===== src/rtl/vga_sync_rx.sv =====
// VGA timing receiver: samples sync/RGB pins on the pixel strobe, recovers x/y/de,
// measures line and frame lengths and tracks lock against the expected video mode.
module vga_sync_rx #(
    parameter int   H_ACTIVE    = 640,
    parameter int   H_TOTAL     = 800,
    parameter int   H_START     = 144,
    parameter int   V_ACTIVE    = 480,
    parameter int   V_TOTAL     = 525,
    parameter int   V_START     = 35,
    parameter logic SYNC_POL    = 1'b0,
    parameter int   LOCK_FRAMES = 2
) (
    input  logic        clk,
    input  logic        rst,
    input  logic        pix_en,
    input  logic        hsync_in,
    input  logic        vsync_in,
    input  logic [11:0] rgb_in,
    output logic [9:0]  x,
    output logic [9:0]  y,
    output logic        de,
    output logic [11:0] rgb_out,
    output logic        frame_start,
    output logic [10:0] line_len,
    output logic [10:0] frame_lines,
    output logic        locked,
    output logic [7:0]  err_cnt
);

    typedef enum logic [1:0] {SEARCH, TRACK, LOCKED} lock_state_e;

    localparam logic [10:0] H_TOT_C = 11'(H_TOTAL);
    localparam logic [10:0] H_ST_C  = 11'(H_START);
    localparam logic [10:0] H_END_C = 11'(H_START + H_ACTIVE);
    localparam logic [10:0] V_TOT_C = 11'(V_TOTAL);
    localparam logic [10:0] V_ST_C  = 11'(V_START);
    localparam logic [10:0] V_END_C = 11'(V_START + V_ACTIVE);
    localparam logic [10:0] CNT_MAX = 11'd2047;
    localparam logic [7:0]  LOCK_C  = 8'(LOCK_FRAMES);

    // Pipeline word layout: {hs asserted, vs asserted, rgb}
    logic [13:0] s1_q, s1_d, s2_q, s2_d;
    logic [10:0] hcnt_q, hcnt_d, vcnt_q, vcnt_d;
    logic [10:0] line_len_q, line_len_d, frame_lines_q, frame_lines_d;
    logic [9:0]  x_q, x_d, y_q, y_d;
    logic [11:0] rgb_out_q, rgb_out_d;
    logic        de_q, de_d, frame_start_q, frame_start_d;
    logic        vpend_q, vpend_d, line_chk_q, line_chk_d, frame_bad_q, frame_bad_d;
    logic        locked_q, locked_d;
    logic [7:0]  err_cnt_q, err_cnt_d, lock_cnt_q, lock_cnt_d;
    lock_state_e state_q, state_d;

    logic hs_a, vs_a, h_edge, v_edge, frame_evt, loss, bad_line, bad_frame, in_win;

    assign hs_a      = (hsync_in == SYNC_POL);
    assign vs_a      = (vsync_in == SYNC_POL);
    assign h_edge    = pix_en & s1_q[13] & ~s2_q[13];
    assign v_edge    = pix_en & s1_q[12] & ~s2_q[12];
    assign frame_evt = h_edge & (vpend_q | v_edge);
    // Loss is flagged only on the strobe that pushes a counter into saturation.
    assign loss      = (pix_en & ~h_edge & (hcnt_q == CNT_MAX - 11'd1)) |
                       (h_edge & ~frame_evt & (vcnt_q == CNT_MAX - 11'd1));
    assign bad_line  = h_edge & line_chk_q & ((hcnt_q + 11'd1) != H_TOT_C);
    assign bad_frame = frame_evt & (((vcnt_q + 11'd1) != V_TOT_C) | frame_bad_q | bad_line);
    assign in_win    = (hcnt_q >= H_ST_C) && (hcnt_q < H_END_C) &&
                       (vcnt_q >= V_ST_C) && (vcnt_q < V_END_C);

    always_comb begin
        s1_d          = s1_q;
        s2_d          = s2_q;
        hcnt_d        = hcnt_q;
        vcnt_d        = vcnt_q;
        line_len_d    = line_len_q;
        frame_lines_d = frame_lines_q;
        x_d           = x_q;
        y_d           = y_q;
        de_d          = de_q;
        rgb_out_d     = rgb_out_q;
        vpend_d       = vpend_q;
        line_chk_d    = line_chk_q;
        frame_bad_d   = frame_bad_q;
        frame_start_d = 1'b0;
        if (pix_en) begin
            s1_d      = {hs_a, vs_a, rgb_in};
            s2_d      = s1_q;
            x_d       = in_win ? 10'(hcnt_q - H_ST_C) : 10'd0;
            y_d       = in_win ? 10'(vcnt_q - V_ST_C) : 10'd0;
            de_d      = in_win & locked_q;
            rgb_out_d = s2_q[11:0];
            if (h_edge) begin
                hcnt_d     = 11'd0;
                line_len_d = hcnt_q + 11'd1;
                line_chk_d = 1'b1;
            end else if (hcnt_q != CNT_MAX) begin
                hcnt_d = hcnt_q + 11'd1;
            end
            if (frame_evt) begin
                vcnt_d        = 11'd0;
                frame_lines_d = vcnt_q + 11'd1;
                vpend_d       = 1'b0;
                frame_bad_d   = 1'b0;
                frame_start_d = 1'b1;
            end else begin
                if (h_edge) begin
                    if (vcnt_q != CNT_MAX) begin
                        vcnt_d = vcnt_q + 11'd1;
                    end
                    frame_bad_d = frame_bad_q | bad_line;
                end
                if (v_edge) begin
                    vpend_d = 1'b1;
                end
            end
            if (loss) begin
                line_chk_d = 1'b0;
            end
        end
    end

    always_ff @(posedge clk or negedge rst) begin
        if (!rst) begin
            s1_q          <= '0;
            s2_q          <= '0;
            hcnt_q        <= '0;
            vcnt_q        <= '0;
            line_len_q    <= '0;
            frame_lines_q <= '0;
            x_q           <= '0;
            y_q           <= '0;
            de_q          <= 1'b0;
            rgb_out_q     <= '0;
            vpend_q       <= 1'b0;
            line_chk_q    <= 1'b0;
            frame_bad_q   <= 1'b0;
            frame_start_q <= 1'b0;
        end else begin
            s1_q          <= s1_d;
            s2_q          <= s2_d;
            hcnt_q        <= hcnt_d;
            vcnt_q        <= vcnt_d;
            line_len_q    <= line_len_d;
            frame_lines_q <= frame_lines_d;
            x_q           <= x_d;
            y_q           <= y_d;
            de_q          <= de_d;
            rgb_out_q     <= rgb_out_d;
            vpend_q       <= vpend_d;
            line_chk_q    <= line_chk_d;
            frame_bad_q   <= frame_bad_d;
            frame_start_q <= frame_start_d;
        end
    end

    // Lock tracking; locked follows the state one clk later so it rises after frame_start.
    always_comb begin
        state_d    = state_q;
        lock_cnt_d = lock_cnt_q;
        err_cnt_d  = err_cnt_q;
        locked_d   = (state_q == LOCKED);
        if (loss) begin
            state_d    = SEARCH;
            lock_cnt_d = 8'd0;
            if (err_cnt_q != 8'hFF) err_cnt_d = err_cnt_q + 8'd1;
        end else begin
            case (state_q)
                SEARCH: begin
                    if (frame_evt) begin
                        state_d    = TRACK;
                        lock_cnt_d = 8'd0;
                    end
                end
                TRACK: begin
                    if (bad_line | bad_frame) begin
                        lock_cnt_d = 8'd0;
                    end else if (frame_evt) begin
                        if (lock_cnt_q + 8'd1 >= LOCK_C) begin
                            state_d    = LOCKED;
                            lock_cnt_d = 8'd0;
                        end else begin
                            lock_cnt_d = lock_cnt_q + 8'd1;
                        end
                    end
                end
                LOCKED: begin
                    if (bad_line | bad_frame) begin
                        state_d    = TRACK;
                        lock_cnt_d = 8'd0;
                        if (err_cnt_q != 8'hFF) err_cnt_d = err_cnt_q + 8'd1;
                    end
                end
                default: state_d = SEARCH;
            endcase
        end
    end

    always_ff @(posedge clk or negedge rst) begin
        if (!rst) begin
            state_q    <= SEARCH;
            lock_cnt_q <= '0;
            err_cnt_q  <= '0;
            locked_q   <= 1'b0;
        end else begin
            state_q    <= state_d;
            lock_cnt_q <= lock_cnt_d;
            err_cnt_q  <= err_cnt_d;
            locked_q   <= locked_d;
        end
    end

    assign x           = x_q;
    assign y           = y_q;
    assign de          = de_q;
    assign rgb_out     = rgb_out_q;
    assign frame_start = frame_start_q;
    assign line_len    = line_len_q;
    assign frame_lines = frame_lines_q;
    assign locked      = locked_q;
    assign err_cnt     = err_cnt_q;

endmodule


===== config.mk =====
export PLATFORM = sky130hd
export DESIGN_NAME = vga_sync_rx
export DESIGN_NICKNAME = d
export VERILOG_FILES = /design/src/rtl/vga_sync_rx.sv
export SDC_FILE = /design/constraint.sdc
export NUM_CORES = 1
export LEC_CHECK = 0
export BUFFER_PORTS_ARGS = -buffer_cell sky130_fd_sc_hd__buf_2
export CAP_MARGIN = 10
export CORE_MARGIN = 5
export CORE_UTILIZATION = 58
export CTS_CLUSTER_DIAMETER = 40
export DETAILED_ROUTE_END_ITERATION = 7
export GPL_ROUTABILITY_DRIVEN = 0
export PLACE_DENSITY_LB_ADDON = 0.15
export REMOVE_ABC_BUFFERS = 1
export SKIP_CTS_REPAIR_TIMING = 1
export SLEW_MARGIN = 15
export SYNTH_ARGS = -nofsm -noshare
export SYNTH_HDL_FRONTEND = slang
export SYNTH_SLANG_ARGS = --single-unit

===== constraint.sdc =====
create_clock -name clk -period 3.4 [get_ports clk]
set_input_delay 0.51 -clock clk [delete_from_list [all_inputs] [get_ports clk]]
set_output_delay 0.51 -clock clk [all_outputs]
set_load 0.02 [all_outputs]

=== After elaboration in Yosys (flattened, before gate mapping) ===
Index checks and enable logic that the tools add are counted.

* Equal/unequal tests: 15
* Reductions and logical operators: 22
* Mux-type cells: 33
* Bitwise operators: 25
* $add $sub $neg: 6
* $lt $le $gt $ge: 5

{| class="wikitable"
|+ Operators with widths
! operator !! count
|-
| $mux W8 || 10
|-
| $mux W11 || 5
|-
| $pmux W8 S3 || 1
|-
| $add A11 B1 Y11 const B || 2
|-
| $eq A11 B11 Y1 const B || 2
|-
| $lt A11 B10 Y1 const B || 2
|-
| $ne A11 B10 Y1 const B || 2
|-
| $ne A11 B11 Y1 const B || 2
|-
| $mux W10 || 2
|-
| $add A8 B1 Y8 const B || 2
|-
| $reduce_and A2 Y1 || 7
|-
| $reduce_bool A2 Y1 || 7
|-
| $and A1 B1 Y1 || 13
|-
| $mux W2 || 6
|-
| $ne A3 B3 Y1 const B || 4
|-
| $ge A11 B6 Y1 const B || 1
|-
| $ge A11 B8 Y1 const B || 1
|-
| $sub A10 B6 Y10 const B || 1
|-
| $sub A10 B8 Y10 const B || 1
|-
| $ge A8 B2 Y1 const B || 1
|-
| $mux W1 || 8
|-
| $ne A8 B8 Y1 const B || 1
|-
| $not A1 Y1 || 6
|-
| $or A1 B1 Y1 || 6
|-
| 11 further kinds || 13
|}

* Word-level logic and storage cells: 124
* Flip-flop bits (word level): 128
* Bits of input ports: 17

=== Logic depth before layout (Yosys ltp) ===
Gate-level depths: netlist of run 1.

* Depth in word-level cells: 10
* Mapped depth: 9
* Depth with buffers taken out: 9

=== Worst setup path after synthesis of run 1 ===
No wires, ideal clock.

* Kind: reg-to-reg
* Start: register vcnt_q[0]
* End: register err_cnt_q[1] (netlist: err_cnt[1])
* Data required time: 3275 ps
* Stages on the path, launching flop included: 10
* Data arrival time: 2264 ps
* Buffers on the path: 1
* Setup time: 125 ps
* Setup slack: 1011 ps
* Cells stage by stage: dfrtp_1 > ha_1 > and3_1 > clkbuf_1 > o2111a_1 > o32ai_1 > and4bb_4 > o211ai_4 > nand2_4 > mux2_4

* Word-level cells in the longest chain between the ends: 8
* Elaborated cells on any way between the ends: 13
* Those cells by class: add/sub: 1; eq/ne: 2; mux: 1; bitwise: 6; reduce/logical: 3

{| class="wikitable"
|+ RTL lines
! what !! line !! RTL
|-
| from (decl) || 43 || <nowiki>logic [10:0] hcnt_q, hcnt_d, vcnt_q, vcnt_d;</nowiki>
|-
| from (signal assigned) || 140 || <nowiki>vcnt_q <= vcnt_d;</nowiki>
|-
| $add A11 B1 Y11 || 64 || <nowiki>assign bad_frame = frame_evt & (((vcnt_q + 11'd1) != V_TOT_C) | frame_bad_q | bad_line);</nowiki>
|-
| $ne A11 B10 Y1 || 64 ||
|-
| $or A1 B1 Y1 (2 in a row) || 64 ||
|-
| $and A1 B1 Y1 || 64 ||
|-
| $or A1 B1 Y1 || 185 || <nowiki>if (bad_line | bad_frame) begin</nowiki>
|-
| $reduce_bool A2 Y1 (no line) || -- ||
|-
| $reduce_and A2 Y1 (no line) || -- ||
|-
| to (signal assigned) || 205 || <nowiki>err_cnt_q <= err_cnt_d;</nowiki>
|-
| to (decl) || 50 || <nowiki>logic [7:0] err_cnt_q, err_cnt_d, lock_cnt_q, lock_cnt_d;</nowiki>
|}

Several ways; a longest one is shown, not always the timed one.
A chain may end at the register's enable or synchronous reset.

=== Worst setup path in the final report of run 1 ===
* Start: register vcnt_q[0]
* End: register lock_cnt_q[7]

* Word-level cells in the longest chain between the ends: 9
* Elaborated cells on any way between the ends: 17
* Those cells by class: add/sub: 1; eq/ne: 5; mux: 3; bitwise: 6; reduce/logical: 2

{| class="wikitable"
|+ RTL lines
! what !! line !! RTL
|-
| $add A11 B1 Y11 || 64 ||
|-
| $ne A11 B10 Y1 || 64 ||
|-
| $or A1 B1 Y1 (2 in a row) || 64 ||
|-
| $and A1 B1 Y1 || 64 ||
|-
| $or A1 B1 Y1 || 173, 185 ||
|-
| $mux W8 || 173 || <nowiki>if (bad_line | bad_frame) begin</nowiki>
|-
| $pmux W8 S3 || 165 || <nowiki>case (state_q)</nowiki>
|-
| $mux W8 || 160 || <nowiki>if (loss) begin</nowiki>
|-
| to (signal assigned) || 204 || <nowiki>lock_cnt_q <= lock_cnt_d;</nowiki>
|-
| to (decl) || 50 ||
|}

Several ways; a longest one is shown, not always the timed one.

==> summary.txt, run 1 <==
Synth
  • Largest area contributor in the netlist: dfrtp_1
  • Sequential-to-total area share from yosys stat: 51.6%
  • Synth top area cells: dfrtp_1 (52%), mux2_2 (6.7%), nand2_1 (4.3%)
  • Ys flop type: dfrtp_1
  • Post-Syn Area: 6210 um^2
  • Yosys warning total: 0
  • Async SR Flop Fraction: 100%
  • Mapped Avg Cell Area: 10.7 um^2
  • Post-synth EDFFs: 0
  • Cell variety after synth: 64
  • Number of synthesized register bits: 128
  • Synth Instances: 583
  • Area share of the largest cell type after synthesis: 51.6%

Floorplan
  • Chip height: 113 um
  • Core region area: 10,400 um^2
  • Initial core utilization: 59.9%
  • Die W: 113 um
  • Rows: 37
  • Die area: 12,900 um^2
  • IO Pins: 82

Global route
  • First-pass GRT wire length: 22.3 mm
  • Global Route Usage Sum: 21.3%
  • Vias in the first global route: 4,654
  • Total grt overflow: 0
  • Largest net degree at the start of global routing: 87
  • Initial antenna violation count: 0

Timing
  • Max Slew Vio Count: 0
  • Fin crit period: 2750 ps
  • Final setup violation count: 0
  • Post-Route Setup TNS: 0 ps
  • RSZ-0062 raised after global routing: false
  • Final Cycle Share: 80.9%
  • Hold_ws: -9.00 ps
  • Final Hold Viols: 9
  • Worst-margin pin slew: 593 ps
  • Headroom to the max-slew limit: 60.1%
  • Achievable frequency: 0.364 GHz
  • Clock Skews: 8.27 ps

Clock network
  • Bufs on Longest Clock Path: 2
  • Root buf cell: clkbuf_8
  • TritonCTS Buffers: 17
  • Clk sinks: 128
  • Clock-pin transition on the worst setup and hold timing paths: 60 ps
  • CTS tree: built
  • H-tree Lvls: 4
  • Clk_lat worst skew: 510 ps

Route
  • DRT iter0 DRCs: 385
  • Detailed Routing Iterations Pass 1: 5
  • Routed len/inst: 16.2 um
  • Via density: 5.77
  • Post-DRT Antenna Nets: 0
  • DRC: 0
  • Via count: 4,612
  • Final wirelength: 12.9 mm

Flow run
  • Max cap viols: 0

Finish
  • Synth-to-layout area growth: 16.4%
  • Final #Nets: 684
  • Design area: 7230 um^2
  • # fillers: 814
  • # diodes: 0
  • Layout cell share with drive strength beyond 1: 25.3%

Critical path
  • Max FO, Critical Path: 9
  • Req. time, crit path: 3840 ps
  • Critical path class: flop to flop
  • Crit. End Element: flop
  • Arr. time, crit path: 3190 ps
  • Startpoint types: flop

Min path
  • Hold crit path type: input pin to async pin

Place
  • Placed inst area: 6700 um^2
  • Final HPWL DP: 8.94 mm
  • Port bufs: 81

Power and ir drop
  • Sw Ratio: 29.9%
  • Tot Pwr: 4.41 mW
  • Pwr dens: 610 nW/um^2
  • Flop pwr share: 43.6%
  • Power Internal: 3.09 mW
  • Clock network power share: 37.2%
  • Sw power: 1.32 mW
  • Peak VDD IR: 0.408 mV
  • Leakage: 3.34 nW
  • Power share of the combinational group: 19.1%

Outcome
  • Status: finished, violations left
  • Failing checks: hold timing
## power groups by stage
stage / clock network, mW / registers [mW] / logic [mW]
2_1_floorplan: 0 / 2.02 / 0.439
3_3_place_gp: 0 / 1.93 / 0.829
3_5_place_dp: 0 / 1.94 / 0.848
4_1_cts: 1.67 / 1.92 / 0.854
5_1_grt: 1.75 / 1.95 / 0.944
6_report: 1.64 / 1.92 / 0.844
## critical path, cell delays in order (launching register included)
cell	delay, ps
dfrtp_1	500
ha_1	340
nand3_1	250
nor4_1	370
o32ai_1	120
and4bb_4	390
o21ai_4	80
a221oi_4	430
and2_1	190
## flip-flops by register name, summed over array words and instances (netlist names)
signal and flops:
s1_q 14, s2_q 14, rgb_out 12, frame_lines 11, hcnt_q 11, line_len 11
vcnt_q 11, x 10, y 10, err_cnt 8, lock_cnt_q 8, state_q 2
de 1, frame_bad_q 1, frame_start 1, line_chk_q 1, locked 1, vpend_q 1
## per-stage QoR
step | worst slack [ps] | utilization [%] | instances
2_1_floorplan | 1040 | - | 547
3_3_place_gp | 804 | 64.6 | 772
3_5_place_dp | 711 | 64.6 | 772
4_1_cts | 659 | 69.7 | 800
5_1_grt | 424 | 69.7 | 800
6_report | 650 | 69.7 | 800
## cell type report
type                    instances  area, um^2  share of cell area (%)
multi-input cells             401        2780                    38.5
flip-flops and latches        128        3200                    44.3
inverters                      18        67.6                   0.934
clock inverters                 8        92.6                    1.28
clock buffers                  20         435                    6.02
well taps                     136         170                    2.35
repair buffers                 89         480                    6.64
## layer usage
| layer | vias up | wire (um) | global-route usage [%] |
|---|---|---|---|
| met5 | - | 0 | 0 |
| met4 | 0 | 212 | 7.45 |
| met3 | 19 | 822 | 6.47 |
| met2 | 142 | 6150 | 33.5 |
| met1 | 2244 | 5750 | 28.3 |
| li1 | 2207 | - | - |
## cell families (layout without fill, tap and decap cells)
group | after synthesis | in the layout | share of synthesized area, %
DFF | 128 | 128 | 51.6
xor gates and xnor gates | 33 | 33 | 4.65
and+or+nand+nor | 193 | 193 | 16.1
AOI/OAI and AO/OA | 121 | 121 | 14.0
adders and majority gates | 12 | 12 | 2.42
muxes | 42 | 42 | 7.60
buffers and inverters | 54 | 135 | 3.63
## worst paths after layout
| kind | start | to | slack (ps) | cells past startpoint |
|---|---|---|---|---|
| worst max-delay path | vcnt_q[0] | lock_cnt_q[7] | 650 | 8 |
| worst min-delay path | rst | s2_q[9] | -9 | 1 |
| worst max register to register | vcnt_q[0] | lock_cnt_q[7] | 650 | 8 |
| worst min register to register | frame_lines[4] | frame_lines[4] | 480 | 2 |
| max in group asynchronous | rst | err_cnt[6] | 2570 | 2 |
| min in group clk | hsync_in | s1_q[13] | 180 | 2 |
## Yosys cell counts (6+ instances only)
master and count:
nor3_1 12, buf_2 15, inv_1 17, xor2_1 12, mux2_2 37, xnor2_1 21
a31oi_1 6, clkbuf_1 12, nor4_1 6, and2_1 15, ha_1 12, buf_1 8
a21oi_1 9, and3_1 8, nand2_1 71, nor2_1 27, nand3_1 17, o31ai_1 12
dfrtp_1 128, o21ai_0 47, nand4_1 8, nand2b_1 6, o2bb2ai_1 17
## cells in the final DEF, fill, tap and decap left out, types with 9 or more instances in the layout
cell,instances
a21oi_1,9
and2_1,15
buf_2,80
clkbuf_16,16
dfrtp_1,128
ha_1,12
inv_1,17
mux2_2,37
nand2_1,71
nand3_1,17
nor2_1,27
nor3_1,12
o21ai_0,47
o2bb2ai_1,17
o31ai_1,12
xnor2_1,21
xor2_1,12
No activity file was read; power rests on OpenSTA's default activity.
==> inputs of run 2 (changes only) <==
--- a/config.mk
+++ b/config.mk
@@ -5,6 +5,7 @@
 export SDC_FILE = /design/constraint.sdc
 export NUM_CORES = 1
 export LEC_CHECK = 0
+export ABC_AREA = 1
 export BUFFER_PORTS_ARGS = -buffer_cell sky130_fd_sc_hd__buf_2
 export CAP_MARGIN = 10
 export CORE_MARGIN = 5
==> constraint.sdc (replaced) <==
create_clock -name clk -period 2.65 [get_ports clk]
set_input_delay 0.3975 -clock clk [delete_from_list [all_inputs] [get_ports clk]]
set_output_delay 0.3975 -clock clk [all_outputs]
set_load 0.02 [all_outputs]
==> summary.txt, run 2 <==
Synth
  • Synth Instances: 732 (+26%)
  • Sequential-to-total area share from yosys stat: 52.2% (+0.59 points)
  • Post-synth EDFFs: 0 (unchanged)
  • Mapped Avg Cell Area: 8.39 um^2 (-21%)
  • Largest area contributor in the netlist: dfrtp_1
  • Cell variety after synth: 36 (-44%)
  • Async SR Flop Fraction: 100% (unchanged)
  • Top cells by instance count after synthesis: nand2_1 (239), dfrtp_1 (128), inv_1 (69)
  • Yosys warning total: 0 (unchanged)
  • Post-Syn Area: 6140 um^2 (-1.1%)
  • Ys flop type: dfrtp_1
  • Synth top area cells: dfrtp_1 (52%), nand2_1 (15%), o21ai_0 (4.7%)
  • Area share of the largest cell type after synthesis: 52.2% (+0.59 points)
  • Number of synthesized register bits: 128 (unchanged)
  • Cell with the most instances after synthesis: nand2_1

Global route
  • First-pass GRT wire length: 23.6 mm (+5.8%)
  • Vias in the first global route: 5,083 (+9.2%)
  • Largest net degree at the start of global routing: 51 (-41%)
  • Initial antenna violation count: 0 (unchanged)
  • Global Route Usage Sum: 22.7% (+1.4 points)
  • Total grt overflow: 0 (unchanged)

Place
  • Placed inst area: 6690 um^2 (-0.19%)
  • Port bufs: 81 (unchanged)
  • Final HPWL DP: 9.49 mm (+6.2%)

Min path
  • Hold path start: vsync_in
  • Hold EP: s1_q[12]
  • Hold Path Stages: 2
  • Hold crit path type: input pin to flop

Clock network
  • CTS tree: built
  • Clk_lat worst skew: 520 ps (about the same)
  • H-tree Lvls: 4 (unchanged)
  • Bufs on Longest Clock Path: 2 (unchanged)
  • Clk sinks: 128 (unchanged)
  • Root buf cell: clkbuf_8
  • Clock-pin transition on the worst setup and hold timing paths: 60 ps (about the same)
  • TritonCTS Buffers: 17 (unchanged)

Floorplan
  • Chip height: 113 um (-0.52%)
  • Die W: 113 um (-0.52%)
  • Rows: 37 (unchanged)
  • IO Pins: 82 (unchanged)
  • Initial core utilization: 59.5% (-0.41 points)
  • Core region area: 10,300 um^2 (-0.45%)
  • Die area: 12,700 um^2 (-1.0%)

Critical path
  • R2R Path End: vcnt_q[3]
  • Req. time, crit path: 3020 ps (-820 ps)
  • Worst-case reg-to-reg path depth: 8 (unchanged)
  • Arr. time, crit path: 2680 ps (-510 ps)
  • Crit. End Element: flop
  • Critical path origin: vcnt_q[0]
  • Critical path class: flop to flop
  • Reg-to-reg critical path startpoint: vcnt_q[0]
  • R2r setup slk: 350 ps (-300 ps)
  • Max FO, Critical Path: 11 (+2)
  • Startpoint types: flop

Timing
  • Max Slew Vio Count: 0 (unchanged)
  • Worst-margin pin slew: 490 ps (-103 ps)
  • RSZ-0062 raised after global routing: false
  • Headroom to the max-slew limit: 67.3% (+7.3 points)
  • Fin crit period: 2300 ps (-448 ps)
  • Post-Route Setup TNS: 0 ps (unchanged)
  • Clock Skews: 8.32 ps (+0.0520 ps)
  • Final Cycle Share: 86.9% (+6.0 points)
  • Final Hold Viols: 0 (-9)
  • Final setup violation count: 0 (unchanged)
  • Achievable frequency: 0.434 GHz (+19%)

Finish
  • Final #Nets: 846 (+24%)
  • Finished Core Util: 71.1% (+1.4 points)
  • Synth-to-layout area growth: 19.6%
  • Commonest non-fill, non-tap cells in the layout: nand2_1 (239), dfrtp_1 (128), buf_2 (80), inv_1 (68), o21ai_0 (58)
  • Most common cell after layout, fill and taps aside: nand2_1
  • # diodes: 0 (unchanged)
  • Layout cell share with drive strength beyond 1: 19.8% (-5.5 points)
  • Design area: 7340 um^2 (+1.5%)

Route
  • Via count: 5,109 (+11%)
  • DRT iter0 DRCs: 433 (+12%)
  • Via density: 5.29 (-8.3%)
  • Final wirelength: 13.7 mm (+6.2%)
  • DRC: 0 (unchanged)
  • Post-DRT Antenna Nets: 0 (unchanged)
  • Routed len/inst: 14.2 um (-12%)
  • Detailed Routing Iterations Pass 1: 5 (unchanged)

Power and ir drop
  • Leakage: 3.84 nW (+15%)
  • Pwr dens: 943 nW/um^2 (+55%)
  • Peak VDD IR: 0.532 mV (+30%)

Flow run
  • Max cap viols: 0 (unchanged)

Outcome
  • Status: complete, no violations
-- run 2: routing by layer --
| layer | GRT usage, % | vias to the layer above | share of wire [%] |
|---|---|---|---|
| met3 | 4.92 | 12 | 5.6 |
| met4 | 6.73 | 0 | 1.0 |
| met5 | 0 | - | 0 |
| met2 | 38.5 | 151 | 49 |
| met1 | 29.5 | 2435 | 44 |
| li1 | - | 2511 | - |
-- run 2: power by group --
group	total [mW]	internal (mW)	switching, mW	leakage (nW)
registers	2.65	2.31	0.346	1.67
clock network	2.51	1.65	0.866	0.307
logic	1.76	0.590	1.17	1.86
-- run 2: through the flow --
step                      instances  setup WS, ps  power (mW)  hold WS, ps
after global placement          933           540        4.37          391
after CTS                       965           405        6.97         -159
final                           966           348        6.93         72.1
after detailed placement        933           447        4.41          396
after global routing            966           158        7.32         57.8
after floorplan                 709           210        3.83          102
-- run 2: worst max path at each step --
stage          cells after the start  slack, ps         end
2_1_floorplan                      5        210  hcnt_q[10]
3_3_place_gp                      15        540  err_cnt[1]
3_5_place_dp                      15        450  err_cnt[2]
4_1_cts                            8        410   vcnt_q[0]
5_1_grt                           15        160  err_cnt[2]
6_report                           8        350   vcnt_q[3]
-- run 2: cell families after synthesis --
group,count (synthesis),share of synthesized area (%)
xor gates and xnor gates,18,2.57
buffers and inverters,103,6.66
adders and majority gates,12,2.45
and+or+nand+nor,377,27.7
AOI/OAI and AO/OA,94,8.46
DFF,128,52.2
-- run 2: area by class of cell --
| class | instances | area, um^2 |
|---|---|---|
| Tap cell | 136 | 170 |
| Inverter | 80 | 304 |
| Multi-Input combinational cell | 501 | 2530 |
| Clock buffer | 18 | 428 |
| Fill cell | 782 | 2980 |
| Timing Repair Buffer | 89 | 495 |
| Sequential cell | 128 | 3200 |
| Clock inverter | 14 | 214 |
-- run 2: critical path: stages (launching register included) --
cell,delay (ps)
dfrtp_1,460
ha_1,280
inv_1,100
nor2_2,170
nand4_1,140
o21ai_0,240
inv_1,240
nand2_1,380
o22ai_1,140
==> inputs of run 3 (changes only) <==
--- a/config.mk
+++ b/config.mk
@@ -10,9 +10,11 @@
 export CAP_MARGIN = 10
 export CORE_MARGIN = 5
 export CORE_UTILIZATION = 58
+export CTS_BUF_LIST = sky130_fd_sc_hd__clkbuf_16
 export CTS_CLUSTER_DIAMETER = 40
 export DETAILED_ROUTE_END_ITERATION = 7
 export GPL_ROUTABILITY_DRIVEN = 0
+export GPL_TIMING_DRIVEN = 1
 export PLACE_DENSITY_LB_ADDON = 0.15
 export REMOVE_ABC_BUFFERS = 1
 export SKIP_CTS_REPAIR_TIMING = 1
==> summary.txt, run 3 (synthesis gave the netlist of run 2 again) <==
Timing
  • Clock Skews: 7.23 ps (-1.09 ps)
  • Final Hold Viols: 0 (unchanged)
  • Worst-margin pin slew: 489 ps (-0.629 ps)
  • Hold_ws: 182 ps (+110 ps)
  • Final Cycle Share: 87.0% (+0.10 points)
  • Max Slew Vio Count: 0 (unchanged)
  • Post-Route Setup TNS: 0 ps (unchanged)
  • Headroom to the max-slew limit: 67.4% (about the same)
  • Achievable frequency: 0.434 GHz (-0.12%)
  • Final setup violation count: 0 (unchanged)
  • Fin crit period: 2300 ps (+2.67 ps)
  • RSZ-0062 raised after global routing: false

Critical path
  • Req. time, crit path: 2910 ps (-110 ps)
  • Crit. End Element: flop
  • Critical path class: flop to flop
  • Arr. time, crit path: 2570 ps (-110 ps)
  • Max FO, Critical Path: 11 (unchanged)
  • Startpoint types: flop
  • Worst-case reg-to-reg path depth: 8 (unchanged)

Floorplan
  • Die W: 113 um (unchanged)
  • Core region area: 10,300 um^2 (unchanged)
  • Initial core utilization: 59.5% (unchanged)
  • IO Pins: 82 (unchanged)
  • Rows: 37 (unchanged)
  • Die area: 12,700 um^2 (unchanged)
  • Chip height: 113 um (unchanged)

Route
  • Via count: 5,056 (-1.0%)
  • DRT iter0 DRCs: 413 (-4.6%)
  • Final wirelength: 13.7 mm (-0.28%)
  • DRC: 0 (unchanged)
  • Detailed Routing Iterations Pass 1: 5 (unchanged)
  • Post-DRT Antenna Nets: 0 (unchanged)
  • Via density: 5.23 (-1.0%)
  • Routed len/inst: 14.2 um (-0.28%)

Clock network
  • Root buf cell: clkbuf_16
  • CTS tree: built
  • Clk_lat worst skew: 410 ps (-110 ps)
  • Bufs on Longest Clock Path: 2 (unchanged)
  • Clock-pin transition on the worst setup and hold timing paths: 60 ps (about the same)
  • Clk sinks: 128 (unchanged)
  • TritonCTS Buffers: 17 (unchanged)
  • H-tree Lvls: 4 (unchanged)

Power and ir drop
  • Sw power: 2.38 mW (-0.21%)
  • Clock network power share: 36.4% (+0.2 points)
  • Flop pwr share: 38.2% (about the same)
  • Sw Ratio: 34.3% (-0.13 points)
  • Leakage: 3.84 nW (about the same)
  • Peak VDD IR: 0.534 mV (+0.38%)
  • Pwr dens: 945 nW/um^2 (+0.16%)
  • Power share of the combinational group: 25.4% (about the same)
  • Power Internal: 4.56 mW (+0.38%)

Finish
  • Finished Core Util: 71.1% (about the same)
  • Final #Nets: 846 (unchanged)
  • Final Non-Filler Cells: 966 (unchanged)
  • Most common cell after layout, fill and taps aside: nand2_1
  • Commonest non-fill, non-tap cells in the layout: nand2_1 (239), dfrtp_1 (128), buf_2 (80), inv_1 (68), o21ai_0 (58)
  • Design area: 7340 um^2 (about the same)
  • # diodes: 0 (unchanged)
  • Layout cell share with drive strength beyond 1: 19.6% (-0.12 points)
  • Synth-to-layout area growth: 19.6% (about the same)
  • # fillers: 782 (unchanged)

Place
  • Dpl cells: 933 (unchanged)
  • Placed inst area: 6690 um^2 (unchanged)
  • Port bufs: 81 (unchanged)
  • Final HPWL DP: 9.49 mm (unchanged)

Min path
  • Hold Path Stages: 2 (unchanged)
  • Hold crit path type: input pin to flop

Global route
  • Vias in the first global route: 5,084 (+0.020%)
  • Initial antenna violation count: 0 (unchanged)
  • Global Route Usage Sum: 22.8% (+0.092 points)
  • Total grt overflow: 0 (unchanged)
  • Largest net degree at the start of global routing: 51 (unchanged)
  • First-pass GRT wire length: 23.6 mm (+0.14%)

Outcome
  • Status: complete, no violations

Flow run
  • Max cap viols: 0 (unchanged)
[run 3: cell types whose count changed in the layout (fill, tap and decap cells not counted), sizes merged]
cell,delta
clkinv,+1
clkbuf,-1
[run 3: per-stage QoR]
step / power (mW) / setup WS [ps]
detailed placement: 4.41 / 447
CTS: 6.98 / 406
global placement: 4.37 / 540
global route: 7.34 / 159
finish: 6.94 / 345
floorplan: 3.83 / 210
[run 3: area by class of cell]
cell class / instances / area, um^2 / share of cell area [%]
multi-input cells: 501 / 2530 / 34.4
inverters: 80 / 304 / 4.14
clock buffers: 17 / 425 / 5.79
well taps: 136 / 170 / 2.32
repair buffers: 89 / 495 / 6.75
flip-flops and latches: 128 / 3200 / 43.6
clock inverters: 15 / 218 / 2.96
[run 3: power groups by stage]
stage | combinational [mW] | clock (mW) | sequential (mW)
after floorplan | 0.990 | 0 | 2.84
after global placement | 1.72 | 0 | 2.65
after detailed placement | 1.74 | 0 | 2.67
after CTS | 1.77 | 2.57 | 2.65
after global routing | 1.97 | 2.67 | 2.70
final | 1.76 | 2.52 | 2.65
[run 3: worst paths after layout]
kind	endpoint	slack (ps)	startpoint
max in group asynchronous	lock_cnt_q[0]	1530	rst
min in group asynchronous	s1_q[10]	490	rst
setup / recovery	vcnt_q[3]	350	vcnt_q[0]
setup reg to reg	vcnt_q[3]	350	vcnt_q[0]
hold reg to reg	lock_cnt_q[4]	470	lock_cnt_q[4]
hold / removal	s1_q[12]	180	vsync_in
[run 3: critical path: stages, from the launching register on]
cell	delay (ps)
dfrtp_1	470
ha_1	290
inv_1	100
nor2_2	170
nand4_1	140
o21ai_0	240
inv_1	230
nand2_1	370
o22ai_1	140
[run 3: layer usage]
layer | wire [um] | share of wire (%) | global-route usage (%)
met1 | 6120 | 45 | 29.5
met2 | 6750 | 49 | 38.6
met3 | 670 | 4.9 | 4.92
met4 | 167 | 1.2 | 7.21
met5 | 0 | 0 | 0
